===== src/rtl/ctrl_pipe_pkg.sv =====
// ctrl_pipe_pkg: default sizes, exception flag positions and stage indices for ctrl_pipe.
package ctrl_pipe_pkg;
    localparam int DEF_W       = 27;
    localparam int DEF_STAGES  = 3;
    localparam int EXC_BREAK   = 3;
    localparam int EXC_SYSCALL = 2;
    localparam int EXC_ERET    = 1;
    localparam int EXC_RESERVE = 0;
    localparam int STG_E       = 0;
    localparam int STG_M       = 1;
    localparam int STG_W       = 2;
endpackage


===== src/rtl/ctrl_pipe_stage.sv =====
// ctrl_pipe_stage: one valid+control register with clr > hold > bubble > load priority.
module ctrl_pipe_stage #(
    parameter int W = 27
) (
    input  logic         clk,
    input  logic         rst,
    input  logic         clr,
    input  logic         hold,
    input  logic         bubble,
    input  logic         src_valid,
    input  logic [W-1:0] src_data,
    output logic         valid,
    output logic [W-1:0] data
);
    always_ff @(posedge clk or negedge rst) begin
        if (!rst) begin
            valid <= 1'b0;
            data  <= '0;
        end else if (clr) begin
            valid <= 1'b0;
            data  <= '0;
        end else if (!hold) begin
            // invalid words always carry zero control bits
            valid <= bubble ? 1'b0 : src_valid;
            data  <= (bubble || !src_valid) ? '0 : src_data;
        end
    end
endmodule


===== src/rtl/ctrl_pipe.sv =====
// ctrl_pipe: parametrised E/M/W control pipeline with stall propagation, bubbles, flush and exception squash.
// Optional performance counters are built when CTRL_PIPE_PERF_EN is defined.
module ctrl_pipe
    import ctrl_pipe_pkg::*;
#(
    parameter int W         = DEF_W,
    parameter int STAGES    = DEF_STAGES,
    parameter int EXC_STAGE = 1,
    parameter int EXC_BITS  = 4,
    parameter int EXC_LSB   = 0
) (
    input  logic                  clk,
    input  logic                  rst,
    input  logic                  in_valid,
    input  logic [W-1:0]          in_data,
    output logic                  in_ready,
    input  logic [STAGES-1:0]     stall,
    input  logic [STAGES-1:0]     flush,
    output logic [STAGES-1:0]     out_valid,
    output logic [STAGES*W-1:0]   out_data,
    output logic                  exc_req,
    output logic                  exc_pulse,
    output logic [EXC_BITS-1:0]   exc_cause,
    output logic [31:0]           perf_stall_cnt,
    output logic [31:0]           perf_bubble_cnt
);
    logic [STAGES-1:0] stall_eff, clr, bub, src_valid;
    logic [W-1:0]      src_data [STAGES];
    logic [W-1:0]      data_q   [STAGES];
    logic [EXC_BITS-1:0] flags;

    assign flags    = data_q[EXC_STAGE][EXC_LSB +: EXC_BITS];
    assign exc_req  = out_valid[EXC_STAGE] & (|flags) & ~stall_eff[EXC_STAGE];
    assign in_ready = ~stall_eff[0];

    for (genvar i = 0; i < STAGES; i++) begin : g_stg
        assign stall_eff[i] = |stall[STAGES-1:i];
        assign clr[i]       = flush[i] | (exc_req & (i <= EXC_STAGE));
        if (i == 0) begin : g_head
            assign bub[i]       = 1'b0;
            assign src_valid[i] = in_valid;
            assign src_data[i]  = in_data;
        end else begin : g_body
            assign bub[i]       = stall_eff[i-1];
            // the excepting word must never advance past the commit stage
            assign src_valid[i] = out_valid[i-1] & ~(exc_req & ((i - 1) == EXC_STAGE));
            assign src_data[i]  = data_q[i-1];
        end
        ctrl_pipe_stage #(.W(W)) u_stage (
            .clk       (clk),
            .rst       (rst),
            .clr       (clr[i]),
            .hold      (stall_eff[i]),
            .bubble    (bub[i]),
            .src_valid (src_valid[i]),
            .src_data  (src_data[i]),
            .valid     (out_valid[i]),
            .data      (data_q[i])
        );
        assign out_data[i*W +: W] = data_q[i];
    end

    always_ff @(posedge clk or negedge rst) begin
        if (!rst) begin
            exc_pulse <= 1'b0;
            exc_cause <= '0;
        end else begin
            exc_pulse <= exc_req;
            if (exc_req)
                exc_cause <= flags & (~flags + 1'b1);
        end
    end

`ifdef CTRL_PIPE_PERF_EN
    logic [31:0] stall_cnt, bubble_cnt, bubbles;
    logic [32:0] bubble_sum;
    always_comb begin
        bubbles = '0;
        for (int i = 1; i < STAGES; i++)
            bubbles = bubbles + 32'(bub[i] & ~stall_eff[i] & ~clr[i]);
    end
    assign bubble_sum = {1'b0, bubble_cnt} + {1'b0, bubbles};
    always_ff @(posedge clk or negedge rst) begin
        if (!rst) begin
            stall_cnt  <= '0;
            bubble_cnt <= '0;
        end else begin
            stall_cnt  <= (stall_eff[0] && stall_cnt != '1) ? stall_cnt + 32'd1 : stall_cnt;
            bubble_cnt <= bubble_sum[32] ? '1 : bubble_sum[31:0];
        end
    end
    assign perf_stall_cnt  = stall_cnt;
    assign perf_bubble_cnt = bubble_cnt;
`else
    assign perf_stall_cnt  = '0;
    assign perf_bubble_cnt = '0;
`endif
endmodule


===== config.mk =====
export PLATFORM = sky130hd
export DESIGN_NAME = ctrl_pipe
export DESIGN_NICKNAME = d
export VERILOG_FILES = /design/src/rtl/ctrl_pipe_pkg.sv /design/src/rtl/ctrl_pipe_stage.sv /design/src/rtl/ctrl_pipe.sv
export SDC_FILE = /design/constraint.sdc
export NUM_CORES = 1
export LEC_CHECK = 0
export CAP_MARGIN = 5
export CELL_PAD_IN_SITES_DETAIL_PLACEMENT = 0
export CELL_PAD_IN_SITES_GLOBAL_PLACEMENT = 1
export CORE_MARGIN = 5
export CORE_UTILIZATION = 32
export DETAILED_ROUTE_END_ITERATION = 10
export PLACE_DENSITY_LB_ADDON = 0.1
export SYNTH_ARGS = -nofsm -noshare
export SYNTH_HDL_FRONTEND = slang
export SYNTH_SLANG_ARGS = --single-unit

===== constraint.sdc =====
create_clock -name clk -period 4.17 [get_ports clk]
set_input_delay 1.0425 -clock clk [delete_from_list [all_inputs] [get_ports clk]]
set_output_delay 1.0425 -clock clk [all_outputs]
set_load 0.005 [all_outputs]

==> metrics.md, run 1 <==
| Metric | Value |
|---|---|
| Status | finished clean |
| Final hold violation count | 0 |
| Initial DRC count | 118 |
| Worst hold path startpoint | g_stg[2].u_stage.valid$_DFFE_PN0P_ |
| H-Tree Depth | 3 |
| Flop-to-flop setup slack | 2.16 ns |
| Crit path cell chain | clkdlybuf4s50_1, or3_1, inv_1, clkdlybuf4s50_1 |
| Root Driver | clkbuf_16 |
| TritonCTS clock tree | yes |
| Ports | 191 |
| Mapped Avg Cell Area | 11.36 um2 |
| Slew margin rel. | 0.3908 |
| Port bufs | 126 |
| Unique masters post-synth | 21 |
| GPL Wtd Cong | 0.7503 |
| Maxcap violations | 0 |
| Peak VDD IR | 0.2405 mV |
| Worst path arrival time | 2.59 ns |
| Worst Path Required | 3.13 ns |
| Antenna Violating Nets Remaining | 0 |
| Setup repair bufs after CTS | 0 |
| Cells after Synth | 339 |
| CP max-delay cell | clkdlybuf4s50_1 |
| Most frequent cell on the critical path | clkdlybuf4s50_1 |
| Post-synth EDFFs | 0 |
| CP Launch Type | primary input |
| DR pass1 iterations | 6 |
| Internal Power | 1384 uW |
| Slew Viols, Final | 0 |
| Die Area | 14330 um2 |
| Share of the synthesized area in the top cell type | 0.5781 |
| Fin crit period | 3.628 ns |
| Synth area leaders | dfrtp_1, buf_4, a22o_1, a21oi_1, nand3_1 |
| Largest net degree at the start of global routing | 72 |
| Worst-Margin Slew | 0.9139 ns |
| Sw power | 425.6 uW |
| Worst-path clk slew | 0.07 ns |
| Sequential-to-total area share from yosys stat | 0.5781 |
| Synth area leader | dfrtp_1 |
| Die Y | 119.7 um |
| Total Power | 1810 uW |
| Hold_buf cts | 0 |
| Area grow syn2layout | 38.32% |
| Seq pwr share | 0.482 |
| Initial Util | 0.3234 |
| Clock skew | 0.003830 ns |
| Vias per cell | 4.624 |
| Gr ovfl total | 0 |
| Critical path type | in2out |
| Final Cycle Share | 0.8699 |
| Mapped cell area | 3852 um2 |
| CP Buf/Inv Count | 3 |
| Hpwl dp | 7590 um |
| Register area | 2227 um2 |
| Via count | 2844 |
| # clock sinks | 89 |
| Net Sw Frac | 0.2352 |
| # DRC | 0 |
| Top post-synthesis cells by count | dfrtp_1, buf_4, a22o_1, a21oi_1, nand2_1 |
| RSZ-0062 raised after global routing | false |
| Fmax | 0.2757 GHz |
| Ant diodes | 0 |
| Ratio of cells with drive above 1 in the final layout | 0.07265 |
| Average wire per standard cell | 18.26 um |
| CP max stage delay | 0.51 ns |
| Hold WC Path Type | reg2reg |
| Antenna violations before repair | 0 |
| Static Leak | 0.002409 uW |
| Count leader, synth | dfrtp_1 |
| Combinational cell fraction of total power | 0.070 |
| CTS Buf Count | 9 |
| Core area | 11910 um2 |
| Worst skew pair latency | 0.33 ns |
| CP top delay family | buffers and inverters |
| Nets | 499 |
| Rows | 40 |
| CTS resizes | 0 |
| Setup_tns | 0 ns |
| FILL cells | 1138 |
| Tot GR Track Use | 0.1571 |
| Multi-input logic area | 1257 um2 |
| Number of global-route vias before repair | 2962 |
| Setup-failing EPs final | 0 |
| Ys flop type | dfrtp_1 |
| Setup crit end kind | output port |
| Max FO, Critical Path | 3 |
| Worst r2r src | g_stg[1].u_stage.data[2]$_DFFE_PN0P_ |
| Yosys warning count | 0 |
| Clock buffer depth | 2 |
| Worst Setup SP | stall[1] |
| FF+latch count, synth | 89 |
| Power per cell area | 339.6 nW/um2 |
| Die X | 119.7 um |
| PnR worst setup slack | 0.5425 ns |
| Clock share of power | 0.448 |
| First-pass GRT wire length | 17510 um |
| Place WS | 0.5391 ns |
| FFs w/ async S/R, synth | 1.000 |
| Post-Route WL | 11230 um |
power by group through the flow:
stage	sequential [uW]	clock, uW	combinational [uW]
final	873	811	126
after global routing	873	873	142
after CTS	873	836	128
after detailed placement	889	0	128
after global placement	889	0	127
after floorplan	889	0	86.5
through the flow:
stage / area [um2] / instances / util / hold slack (ns)
floorplan: 4089 / 402 / - / 0.4508
global placement: 5032 / 599 / 0.4225 / 0.4672
detailed placement: 5032 / 599 / 0.4225 / 0.4666
CTS: 5329 / 615 / 0.4474 / 0.4827
global route: 5329 / 615 / 0.4474 / 0.4950
finish: 5329 / 615 / 0.4474 / 0.4782
worst paths after layout:
check                                                             end  cells after the start
worst max register to register  g_stg[1].u_stage.data[17]$_DFFE_PN0P_                      4
worst min register to register     g_stg[2].u_stage.valid$_DFFE_PN0P_                      1
max in group asynchronous        g_stg[1].u_stage.data[0]$_DFFE_PN0P_                      2
worst min-delay path               g_stg[2].u_stage.valid$_DFFE_PN0P_                      1
min in group asynchronous                         exc_pulse$_DFF_PN0_                      1
worst max-delay path                                         in_ready                      4
cell type report:
class,count,area share
multi-input cells,221,0.2360
clock inverters,6,0.01268
clock buffers,10,0.04297
repair buffers,138,0.2531
flip-flops and latches,89,0.4179
inverters,4,0.002818
well taps,147,0.03452
layer usage:
metal,vias up,GRT usage,share of wire
met5,-,0,0
li1,1297,-,-
met3,4,0.04713,0.069
met4,0,0.03508,0.0074
met2,118,0.2507,0.48
met1,1425,0.2117,0.44
registers in the layout, indices dropped and copies added (netlist names):
name and cells:
g_stg.u_stage.data 81, g_stg.u_stage.valid 3, exc_pulse 1, exc_cause 4
placed cells by master (no fill, tap or decap), types with 3 or more instances in the layout:
master,Yosys,layout
dfrtp_1,89,89
clkdlybuf4s50_1,0,125
a22o_1,51,51
conb_1,1,64
and2_1,4,4
nand2_1,30,30
buf_4,67,13
inv_1,4,4
a21oi_1,30,30
nand3_1,27,27
clkbuf_16,0,9
a21o_1,3,3
cell families after synthesis:
family	Yosys count	share of synthesized area
buf+inv	92	0.1598
compound gates	87	0.1731
flops	89	0.5781
other cells	1	0.0009734
simple gates	70	0.08801
(Power assumes the default switching activity.)
==> run 2, diff against run 1 <==
- HOLD_SLACK_MARGIN: unset -> 0.06
- SLEW_MARGIN: unset -> 20
==> results of run 2 <==
Same layout as run 1: the final DEF is identical, and so are final timing and power.
==> run 3, diff against run 2 <==
- ABC_CLOCK_PERIOD_IN_PS: unset -> 4170
- SETUP_SLACK_MARGIN: unset -> 0.05
==> results of run 3 <==
Same layout as run 1: the final DEF is identical, and so are final timing and power.
